<file path="src/rtl/framebuffer_write_controller.sv">
// Sole write master for the cell framebuffer: sweeps full-screen clears to white
// and arbitrates them against cursor draw/erase writes, dropping redundant ones.
module framebuffer_write_controller #(
    parameter int GRID_W = 80,
    parameter int GRID_H = 60,
    parameter int X_W    = 7,
    parameter int Y_W    = 6
) (
    input  logic           clk,
    input  logic           reset_n,
    input  logic           clear_request,
    input  logic           cursor_write_valid,
    input  logic [X_W-1:0] cursor_x,
    input  logic [Y_W-1:0] cursor_y,
    input  logic           cursor_pixel,
    output logic           write_enable,
    output logic [X_W-1:0] write_x,
    output logic [Y_W-1:0] write_y,
    output logic           write_pixel,
    output logic           clear_busy
);

    // state | meaning
    // IDLE  | pass cursor writes through, watch for clear_request rising edge
    // CLEAR | one white write per cycle, cursor requests parked in pending
    typedef enum logic {
        IDLE  = 1'b0,
        CLEAR = 1'b1
    } state_t;

    localparam logic [X_W-1:0] X_LIM  = X_W'(GRID_W);
    localparam logic [Y_W-1:0] Y_LIM  = Y_W'(GRID_H);
    localparam logic [X_W-1:0] X_LAST = X_W'(GRID_W - 1);
    localparam logic [Y_W-1:0] Y_LAST = Y_W'(GRID_H - 1);

    state_t         state_q, state_d;
    logic [X_W-1:0] sx_q, sx_d;
    logic [Y_W-1:0] sy_q, sy_d;
    logic           clr_prev_q, clr_prev_d;

    logic           pend_valid_q, pend_valid_d;
    logic [X_W-1:0] pend_x_q, pend_x_d;
    logic [Y_W-1:0] pend_y_q, pend_y_d;
    logic           pend_pix_q, pend_pix_d;

    logic           last_valid_q, last_valid_d;
    logic [X_W-1:0] last_x_q, last_x_d;
    logic [Y_W-1:0] last_y_q, last_y_d;
    logic           last_pix_q, last_pix_d;

    logic           we_q, we_d;
    logic [X_W-1:0] wx_q, wx_d;
    logic [Y_W-1:0] wy_q, wy_d;
    logic           wpix_q, wpix_d;
    logic           busy_q, busy_d;

    logic clr_edge;
    logic cur_ok;
    logic cur_dup;
    logic pend_dup;

    always_comb begin
        clr_edge = clear_request & ~clr_prev_q;
        cur_ok   = cursor_write_valid && (cursor_x < X_LIM) && (cursor_y < Y_LIM);
        cur_dup  = last_valid_q && (cursor_x == last_x_q) && (cursor_y == last_y_q)
                   && (cursor_pixel == last_pix_q);
        pend_dup = last_valid_q && (pend_x_q == last_x_q) && (pend_y_q == last_y_q)
                   && (pend_pix_q == last_pix_q);

        state_d      = state_q;
        sx_d         = sx_q;
        sy_d         = sy_q;
        clr_prev_d   = clear_request;
        pend_valid_d = pend_valid_q;
        pend_x_d     = pend_x_q;
        pend_y_d     = pend_y_q;
        pend_pix_d   = pend_pix_q;
        last_valid_d = last_valid_q;
        last_x_d     = last_x_q;
        last_y_d     = last_y_q;
        last_pix_d   = last_pix_q;
        we_d         = 1'b0;
        wx_d         = wx_q;
        wy_d         = wy_q;
        wpix_d       = wpix_q;
        busy_d       = busy_q;

        case (state_q)
            CLEAR: begin
                we_d         = 1'b1;
                wx_d         = sx_q;
                wy_d         = sy_q;
                wpix_d       = 1'b1;
                busy_d       = 1'b1;
                last_valid_d = 1'b0;
                if (sx_q == X_LAST) begin
                    sx_d = '0;
                    if (sy_q == Y_LAST) begin
                        sy_d    = '0;
                        state_d = IDLE;
                    end else begin
                        sy_d = sy_q + 1'b1;
                    end
                end else begin
                    sx_d = sx_q + 1'b1;
                end
                // Latest request wins; the buffer is drained right after the sweep.
                if (cur_ok) begin
                    pend_valid_d = 1'b1;
                    pend_x_d     = cursor_x;
                    pend_y_d     = cursor_y;
                    pend_pix_d   = cursor_pixel;
                end
            end
            default: begin
                busy_d = 1'b0;
                if (clr_edge) begin
                    state_d      = CLEAR;
                    sx_d         = '0;
                    sy_d         = '0;
                    busy_d       = 1'b1;
                    last_valid_d = 1'b0;
                    if (cur_ok) begin
                        pend_valid_d = 1'b1;
                        pend_x_d     = cursor_x;
                        pend_y_d     = cursor_y;
                        pend_pix_d   = cursor_pixel;
                    end
                end else if (pend_valid_q) begin
                    pend_valid_d = 1'b0;
                    if (!pend_dup) begin
                        we_d         = 1'b1;
                        wx_d         = pend_x_q;
                        wy_d         = pend_y_q;
                        wpix_d       = pend_pix_q;
                        last_valid_d = 1'b1;
                        last_x_d     = pend_x_q;
                        last_y_d     = pend_y_q;
                        last_pix_d   = pend_pix_q;
                    end
                    // A request arriving while pending drains is kept for next cycle.
                    if (cur_ok) begin
                        pend_valid_d = 1'b1;
                        pend_x_d     = cursor_x;
                        pend_y_d     = cursor_y;
                        pend_pix_d   = cursor_pixel;
                    end
                end else if (cur_ok && !cur_dup) begin
                    we_d         = 1'b1;
                    wx_d         = cursor_x;
                    wy_d         = cursor_y;
                    wpix_d       = cursor_pixel;
                    last_valid_d = 1'b1;
                    last_x_d     = cursor_x;
                    last_y_d     = cursor_y;
                    last_pix_d   = cursor_pixel;
                end
            end
        endcase
    end

    always_ff @(posedge clk or negedge reset_n) begin
        if (!reset_n) begin
            state_q      <= CLEAR;
            sx_q         <= '0;
            sy_q         <= '0;
            clr_prev_q   <= 1'b0;
            pend_valid_q <= 1'b0;
            pend_x_q     <= '0;
            pend_y_q     <= '0;
            pend_pix_q   <= 1'b0;
            last_valid_q <= 1'b0;
            last_x_q     <= '0;
            last_y_q     <= '0;
            last_pix_q   <= 1'b0;
            we_q         <= 1'b0;
            wx_q         <= '0;
            wy_q         <= '0;
            wpix_q       <= 1'b1;
            busy_q       <= 1'b1;
        end else begin
            state_q      <= state_d;
            sx_q         <= sx_d;
            sy_q         <= sy_d;
            clr_prev_q   <= clr_prev_d;
            pend_valid_q <= pend_valid_d;
            pend_x_q     <= pend_x_d;
            pend_y_q     <= pend_y_d;
            pend_pix_q   <= pend_pix_d;
            last_valid_q <= last_valid_d;
            last_x_q     <= last_x_d;
            last_y_q     <= last_y_d;
            last_pix_q   <= last_pix_d;
            we_q         <= we_d;
            wx_q         <= wx_d;
            wy_q         <= wy_d;
            wpix_q       <= wpix_d;
            busy_q       <= busy_d;
        end
    end

    assign write_enable = we_q;
    assign write_x      = wx_q;
    assign write_y      = wy_q;
    assign write_pixel  = wpix_q;
    assign clear_busy   = busy_q;

endmodule

</file>
<file path="config.mk">
export PLATFORM = sky130hd
export DESIGN_NAME = framebuffer_write_controller
export DESIGN_NICKNAME = d
export VERILOG_FILES = /design/src/rtl/framebuffer_write_controller.sv
export SDC_FILE = /design/constraint.sdc
export NUM_CORES = 1
export LEC_CHECK = 0
export CAP_MARGIN = 10
export CORE_UTILIZATION = 35
export CTS_BUF_LIST = sky130_fd_sc_hd__clkbuf_8 sky130_fd_sc_hd__clkbuf_16
export DETAILED_ROUTE_END_ITERATION = 8
export GPL_ROUTABILITY_DRIVEN = 0
export GPL_TIMING_DRIVEN = 1
export PLACE_DENSITY = 0.55
export SYNTH_ARGS = -nofsm -noshare
export SYNTH_HDL_FRONTEND = slang
export SYNTH_SLANG_ARGS = --single-unit
</file>
<file path="constraint.sdc">
create_clock -name clk -period 3.7 [get_ports clk]
set_input_delay 0.925 -clock clk [delete_from_list [all_inputs] [get_ports clk]]
set_output_delay 0.925 -clock clk [all_outputs]
set_load 0.01 [all_outputs]
</file>
==> results.md, run 1 <==
* Initial antenna violation count at 0
* Post-CTS resize count at 0
* Post-Place Worst Slack at 599 ps
* Total Wirelength at 7.40 mm
* CP max-delay cell: clkdlybuf4s50_1
* CP Cell Sequence: clkdlybuf4s50_1 > xnor2_1 > nand4_1 > nor4_2 > o22ai_2 > nand2_1 > buf_4 > mux2_2
* Crit path kind: in -> reg
* Max Clock Freq at 364 MHz
* Layout cells sized above 1 at 25.7%
* Setup WS post-layout at 956 ps
* CTS H-tree depth at 3
* Final net count at 346
* Seq cells post-synth at 61
* Status: complete, no violations
* Setup TNS Final at 0 ps
* Initial core utilization at 36.6%
* Number of cells on the critical path at 8
* Vias post-DR at 2300
* CTS Buf Count at 9
* Largest net degree at the start of global routing at 47
* Final Cycle Share at 74.2%
* DR vias/cell at 5.24
* Postcts setup bufs at 0
* RSZ-0062 raised after global routing: false
* Post-Syn Instances at 285
* Row count at 34
* Global-route wire length before repair at 12.2 mm
* Clk Latency, worst-skew pair at 340 ps
* WL/cell at 16.8 um
* Worst reg2reg path depth at 4
* CTS Hold Bufs at 0
* Synth Net Count at 305
* Mapped cell area at 0.00323 mm^2
* Mean post-synth cell area at 11.3 um^2
* Synth Area in Simple Gates at 14.2%
* Crit path capture type: register
* GRT Overall Usage at 16.5%
* Mux cell area share after synthesis at 10.4%
* Netlist cell types at 43
* Pleak at 0.00164 uW
* Pwr dens at 616 mW/mm^2
* Final Skew at 7.45 ps
* Post-route core utilization at 44.1%
* Max clock buf depth at 2
* Power Total at 2400 uW
* Clock-pin slew on the worst setup and hold paths at 70 ps
* Commonest non-fill, non-tap cell in the layout: dfrtp_1
* Filler cells at 848
* DRC at 0
* Area Overhead vs Synth at 20.5%
* Rel. slew slack at 31.4%
* Worst slew pin tran at 1030 ps
* Antenna viol nets, final at 0
* Ys Warns at 0
* Seq/Total Area, Yosys at 47.3%
* Bufs and invs on worst path at 2
* Drt first pass iters at 6
* Setup violations, final at 0
* I/O Pins at 34
* Most frequent cells in the layout: 58 x dfrtp_1, 32 x clkdlybuf4s50_1, 29 x xnor2_1, 29 x mux2_2, 26 x nand2_1
* WHS Path Cells at 2
* Tmin final at 2740 ps
* Worst Setup Start Kind: primary input
* Chip width at 98.1 um
* Cell family with most CP delay: buffers and inverters
* CTS tree: done
* CP arrival at 2970 ps
* Peak VDD IR at 0.000239 V
* Max-cap violation count at 0
* Vias in the first global route at 2287
* Pins Over Slew Limit at 0
* Congestion Overflow GR at 0
* DIE AREA at 0.00963 mm^2
* Core ar. at 0.00885 mm^2
* Tightest Hold Check Type: reg -> reg
* Die H at 98.1 um
* Synth Area in XOR/XNOR at 8.39%
* Number of DRC markers in iteration 0 at 100
* Number of port buffers at 33
* Root Buffer: clkbuf_8
* CTS Sinks at 61
* Antenna Cells at 0
* CP Max Fanout at 14
* Worst EP required at 3930 ps
* Compound-Gate Fraction of Synth Area at 14.6%
* Post-DP HPWL at 5.28 mm
* Synth Area in Adders at 0.774%
* Slowest stage delay, CP at 570 ps
* Largest family of logic cells by synthesized area: compound AO/OA/AOI/OAI gates
* Hold Fails Final Rpt at 0
==> registers in the layout (all words and copies together) (netlist names) <==
signal and flops:
last_valid_q 1, pend_valid_q 1, last_x_q 7, last_pix_q 1, write_y 6, sx_q 7, pend_x_q 7, clr_prev_q 1
write_enable 1, pend_y_q 6, clear_busy 1, write_x 7, last_y_q 6, sy_q 6, write_pixel 1, pend_pix_q 1
state_q 1
==> per-stage QoR <==
step | hold slack [ps] | instances | instance area [um^2]
3_5_place_dp | 519 | 423 | 3690
4_1_cts | 537 | 439 | 3900
3_3_place_gp | 504 | 423 | 3690
2_1_floorplan | 487 | 285 | 3230
5_1_grt | 563 | 439 | 3900
6_report | 530 | 439 | 3900
==> cells in the mapped netlist (all sizes together) <==
| cell | number | area [um^2] |
|---|---|---|
| dfrtp | 58 | 1450 |
| mux2 | 29 | 327 |
| xnor2 | 29 | 254 |
| nand2 | 27 | 109 |
| nand3 | 22 | 150 |
| inv | 17 | 63.8 |
| o21ai | 14 | 70.1 |
| a21bo | 13 | 130 |
| o311ai | 11 | 149 |
| nand4 | 9 | 56.3 |
| nor2 | 9 | 33.8 |
| buf | 8 | 60.1 |
| a21oi | 4 | 20.0 |
| clkbuf | 4 | 15.0 |
| and3 | 3 | 18.8 |
| dfstp | 3 | 78.8 |
| nor4 | 3 | 46.3 |
| ha | 2 | 25.0 |
| nand2b | 2 | 12.5 |
| o221ai | 2 | 17.5 |
| o22ai | 2 | 18.8 |
| or3 | 2 | 22.5 |
| xor2 | 2 | 17.5 |
| a211o | 1 | 8.76 |
| a22o | 1 | 8.76 |
| a31oi | 1 | 6.26 |
| mux2i | 1 | 10.0 |
| nor2b | 1 | 6.26 |
| nor3 | 1 | 5.00 |
| o21ba | 1 | 10.0 |
| o22a | 1 | 8.76 |
| o31ai | 1 | 7.51 |
| o41ai | 1 | 16.3 |
==> area by class of cell <==
| class | instances | area, um^2 | share of cell area (%) |
|---|---|---|---|
| Clock buffer | 12 | 165 | 4.24 |
| Tap cell | 108 | 135 | 3.47 |
| Multi-Input combinational cell | 195 | 1570 | 40.1 |
| Sequential cell | 61 | 1530 | 39.2 |
| Clock inverter | 4 | 46.3 | 1.19 |
| Inverter | 17 | 63.8 | 1.64 |
| Timing Repair Buffer | 42 | 393 | 10.1 |
==> worst min-delay path, cell delays in order, from the launching register on <==
cell	delay (ps)
dfrtp_1	370
nor2_1	50
nor2_1	70
==> final timing paths <==
kind,to,from,slack (ps)
setup reg to reg,pend_y_q[1],state_q,1430
setup / recovery,last_pix_q,cursor_y[5],960
hold / removal,last_valid_q,last_valid_q,530
max in group asynchronous,clear_busy,reset_n,2110
min in group asynchronous,pend_x_q[5],reset_n,760
hold reg to reg,last_valid_q,last_valid_q,530
==> power breakdown <==
part | switching (uW) | internal, uW | leakage (uW)
sequential | 210 | 865 | 0.000740
clock | 260 | 363 | 0.000110
combinational | 297 | 407 | 0.000792
==> logic make-up after synthesis <==
logic type,count (synthesis)
flip-flops,61
XOR/XNOR,31
AND/OR/NAND/NOR,79
AO/OA/AOI/OAI,53
adder cells (fa/ha/maj),2
multiplexers,30
buffers and inverters,29
==> routing by layer <==
| layer | wire, um | track usage [%] | vias up |
|---|---|---|---|
| met1 | 3660 | 23.2 | 1130 |
| met2 | 3340 | 24.2 | 54 |
| li1 | - | - | 1107 |
| met4 | 80 | 4.59 | 0 |
| met3 | 324 | 5.37 | 9 |
| met5 | 0 | 0 | - |
(Power assumes the default switching activity.)
==> run 2: changes to the inputs <==
PLACE_DENSITY = 0.57   (was 0.55)
clock period = 2.45 ns   (was 3.7 ns; I/O delays follow)
==> run 2 against run 1 <==
  * Critical path depth increased by 1
  * Non-clock buffer count increased by 18
  * Sequential share of layout area is 2.0 points lower
  * Routed wire length fell by 1.9%
  * Clock skew decreased by 1.3 ps
  * Register-to-register slack worse by 960 ps
  * Clock-buffer cell count grew 1
  * Sequential power increased by 50%
  * Die area unchanged
  * Flip-flop and latch count unchanged
  * Cell count grew 4.1%
  * Critical endpoint is now write_x[0]
==> results.md, run 2 (synthesis results as in run 1) <==
* Status: complete, no violations
* CP arrival at 2530 ps
* Tightest Hold Check Type: in -> async
* Most frequent cells in the layout: 58 x dfrtp_1, 32 x clkdlybuf4s50_1, 29 x xnor2_1, 29 x mux2_2, 26 x nand2_1
* Clock-pin slew on the worst setup and hold paths at 70 ps
* Root Buffer: clkbuf_8
* CTS H-tree depth at 3
* Initial antenna violation count at 0
* Clk Latency, worst-skew pair at 340 ps
* Final net count at 364
* Hold_ws at 121 ps
* Worst Setup Start Kind: primary input
* Drt first pass iters at 6
* Crit path capture type: register
* Filler cells at 850
* Max Clock Freq at 436 MHz
* Row count at 34
* Post-CTS resize count at 0
* CP Max Fanout at 10
* Pwr dens at 927 mW/mm^2
* Antenna viol nets, final at 0
* Vias in the first global route at 2385
* Core ar. at 0.00885 mm^2
* Total Wirelength at 7.26 mm
* Commonest non-fill, non-tap cell in the layout: dfrtp_1
* Chip width at 98.1 um
* Final Skew at 6.13 ps
* CTS Buf Count at 9
* Initial core utilization at 36.6%
* WL/cell at 15.9 um
* Crit path kind: in -> reg
* CTS tree: done
* CTS Hold Bufs at 0
* Reg area at 0.00153 mm^2
* Max-cap violation count at 0
* Antenna Cells at 0
* RSZ-0062 raised after global routing: false
* I/O Pins at 34
* Postcts setup bufs at 0
* Reg2reg setup slack at 470 ps
* DR vias/cell at 5.05
* Largest net degree at the start of global routing at 30
* Number of port buffers at 33
* Pleak at 0.00176 uW
* Max clock buf depth at 2
* Multi-input gate area at 0.00157 mm^2
* CTS Sinks at 61
* Area Overhead vs Synth at 26.9%
* DRC at 0
* Peak VDD IR at 0.000305 V
* DIE AREA at 0.00963 mm^2
* Rel. slew slack at 65.3%
* Congestion Overflow GR at 0
* Vias post-DR at 2307
* Setup violations, final at 0
* Global-route wire length before repair at 12.1 mm
* Tmin final at 2290 ps
* Hold Fails Final Rpt at 0
* Number of DRC markers in iteration 0 at 70
* Final Cycle Share at 93.6%
* Worst EP required at 2690 ps
* GRT Overall Usage at 16.3%
* Power Total at 3800 uW
* Pins Over Slew Limit at 0
* Worst slew pin tran at 515 ps
* Layout cells sized above 1 at 29.8%
* Post-DP HPWL at 5.39 mm
* Die H at 98.1 um
## run 2: worst paths after layout
| check | startpoint | end | depth (start not counted) |
|---|---|---|---|
| setup / recovery | cursor_x[4] | write_x[0] | 9 |
| hold / removal | reset_n | pend_y_q[3] | 1 |
| setup reg to reg | last_x_q[6] | last_y_q[3] | 7 |
| hold reg to reg | last_valid_q | last_valid_q | 2 |
| max in group asynchronous | reset_n | clear_busy | 2 |
| min in group clk | last_valid_q | last_valid_q | 2 |
## run 2: layer usage
metal	part of all wire, %	up-vias	global-route usage, %
li1	-	1137	-
met1	51	1126	22.4
met2	45	34	25.2
met3	3.0	10	3.22
met4	1.5	0	6.89
met5	0	-	0
## run 2: stage by stage
step | setup TNS (ps) | setup slack (ps) | utilization, % | cell area [um^2] | std cells
after floorplan | 0 | 470 | - | 3230 | 285
after global placement | -5620 | -194 | 43.6 | 3860 | 441
after detailed placement | -5340 | -200 | 43.6 | 3860 | 441
after CTS | 0 | 146 | 46.4 | 4100 | 457
after global routing | 0 | 19.7 | 46.4 | 4100 | 457
final | 0 | 157 | 46.4 | 4100 | 457
## run 2: area by class of cell
| cell class | instances | share of cell area [%] |
|---|---|---|
| multi-input cells | 195 | 38.1 |
| repair buffers | 60 | 13.8 |
| inverters | 17 | 1.55 |
| well taps | 108 | 3.29 |
| clock buffers | 13 | 4.36 |
| clock inverters | 3 | 1.59 |
| flip-flops and latches | 61 | 37.3 |
## run 2: critical path, stage by stage
cell	delay (ps)
clkdlybuf4s50_1	560
xnor2_1	140
nand3_1	100
nor4_2	350
buf_4	160
or3_4	140
nand2_4	100
buf_12	150
o311ai_2	210
## run 2: power breakdown
part | leakage (uW) | internal [uW] | total, uW | switching (uW)
clock network | 0.000126 | 683 | 1080 | 399
registers | 0.000740 | 1310 | 1620 | 318
logic | 0.000891 | 634 | 1100 | 463
==> run 3: changes to the inputs <==
PLACE_DENSITY = 0.55   (was 0.57)
clock period = 2.2 ns   (was 2.45 ns; I/O delays follow)
==> run 3 against run 2 <==
  * Routed wire length is 4.1% higher
  * Global-route usage up 0.45 points
  * Power up 10%
  * Largest power group unchanged
  * Sequential power rose by 12%
  * Critical path depth did not move
  * Final area rose by 2.0%
  * Utilization is 0.95 points higher
  * Die area unchanged
  * Sequential share of layout area down 0.75 points
  * Via count is 2.7% higher
  * Clock power is 5% higher
==> results.md, run 3 (synthesis results as in run 1) <==
* Area Overhead vs Synth at 29.5%
* Commonest non-fill, non-tap cell in the layout: dfrtp_1
* Flop pwr share at 43.3%
* Total net switching power at 1340 uW
* Number of DRC markers in iteration 0 at 84
* Antenna viol nets, final at 0
* Placed insts at 446
* DRC at 0
* Post-route core utilization at 47.3%
* Dpl cell area at 0.00390 mm^2
* Antenna Cells at 0
* Peak VDD IR at 0.000445 V
* Post-Layout Cell Count at 463
* I/O Pins at 34
* Internal at 2860 uW
* Most frequent cells in the layout: 58 x dfrtp_1, 29 x mux2_2, 27 x xnor2_1, 27 x buf_4, 26 x nand2_1
* Max clock buf depth at 2
* Pwr dens at 1000 mW/mm^2
* Crit path kind: in -> reg
* Die H at 98.1 um
* Drt first pass iters at 6
* Worst Setup Start Kind: primary input
* M1 GR Usage at 23.4%
* WL/cell at 16.3 um
* Max-cap violation count at 0
* CTS tree: done
* Worst slew pin tran at 580 ps
* Largest net degree at the start of global routing at 23
* Final Skew at 7.76 ps
* Initial core utilization at 36.6%
* GRT Overall Usage at 16.8%
* Crit path capture type: register
* Total Wirelength at 7.56 mm
* CTS H-tree depth at 3
* Final net count at 370
* CTS Sinks at 61
* Core ar. at 0.00885 mm^2
* Final Cycle Share at 95.5%
* Congestion Overflow GR at 0
* Global-route wire length before repair at 12.4 mm
* Clk Latency, worst-skew pair at 340 ps
* Row count at 34
* CP Max Fanout at 13
* Root Buffer: clkbuf_8
* Post-DP HPWL at 5.68 mm
* Pleak at 0.00189 uW
* Status: complete, no violations
* Vias post-DR at 2370
* Clk pwr share at 27.0%
* Worst EP required at 2440 ps
* Max Clock Freq at 476 MHz
* CP arrival at 2340 ps
* Met3 Use GR at 5.15%
* Tmin final at 2100 ps
* CTS Hold Bufs at 0
* Setup violations, final at 0
* Hold Fails Final Rpt at 0
* Number of port buffers at 33
* Clock-pin slew on the worst setup and hold paths at 70 ps
* Post-route cell area at 0.00419 mm^2
* DIE AREA at 0.00963 mm^2
* Sw Share at 31.9%
* Setup TNS Final at 0 ps
* Chip width at 98.1 um
* DR vias/cell at 5.12
* RSZ-0062 raised after global routing: false
* Gr busiest metal: met2
* Tightest Hold Check Type: in -> async
* CTS Buf Count at 9
* Logic pwr share at 29.7%
* Grt met2 use at 25.0%
* Layout cells sized above 1 at 31.3%
* Filler cells at 827
* Pins Over Slew Limit at 0
* Vias in the first global route at 2442
* Initial antenna violation count at 0
* Rel. slew slack at 61.3%
## run 3: area by class of cell
| type | count | area, um^2 | share of cell area, % |
|---|---|---|---|
| Clock inverter | 5 | 73.8 | 1.76 |
| Tap cell | 108 | 135 | 3.23 |
| Sequential cell | 61 | 1530 | 36.5 |
| Clock buffer | 11 | 151 | 3.62 |
| Multi-Input combinational cell | 195 | 1600 | 38.1 |
| Timing Repair Buffer | 66 | 637 | 15.2 |
| Inverter | 17 | 63.8 | 1.52 |
## run 3: critical path, cell delays in order
cell             delay [ps]
clkdlybuf4s50_1         460
xnor2_1                 160
nand3_1                 130
nor4_4                   50
buf_4                   140
o22ai_4                 300
nand2_1                 120
buf_4                   200
a21bo_2                 220
## run 3: through the flow
step           power (uW)  hold WS, ps  setup WS (ps)
6_report             4200          205            100
5_1_grt              4440          240           33.1
4_1_cts              4250          217           1.27
3_5_place_dp         3080          533           -424
3_3_place_gp         3070          529           -401
2_1_floorplan        2550          254            283
## run 3: path summary, 6_finish.rpt
kind,startpoint,slack (ps),end,depth (start not counted)
worst max-delay path,cursor_x[2],100,last_y_q[3],9
min in group clk,cursor_x[3],520,pend_x_q[3],2
worst min-delay path,reset_n,210,pend_x_q[6],1
worst max register to register,last_x_q[3],190,last_y_q[1],8
max in group asynchronous,reset_n,1390,clear_busy,2
worst min register to register,sx_q[0],550,sx_q[0],1
## run 3: repair_timing
item,CTS,global route
cloned,0,0
buffers inserted,0,1
pin swaps,6,5
endpoints found under the setup margin,23,27
resized for setup,6,13
## run 3: per-layer routing
layer,vias to the layer above,part of all wire (%)
met5,-,0
met4,0,2.1
met3,18,4.5
met2,49,43
met1,1155,51
li1,1148,-
## run 3: power by group through the flow
stage	logic, uW	clock network (uW)	registers (uW)
2_1_floorplan	774	0	1770
3_3_place_gp	1240	0	1830
3_5_place_dp	1250	0	1840
4_1_cts	1260	1160	1820
5_1_grt	1370	1190	1870
6_report	1250	1130	1820
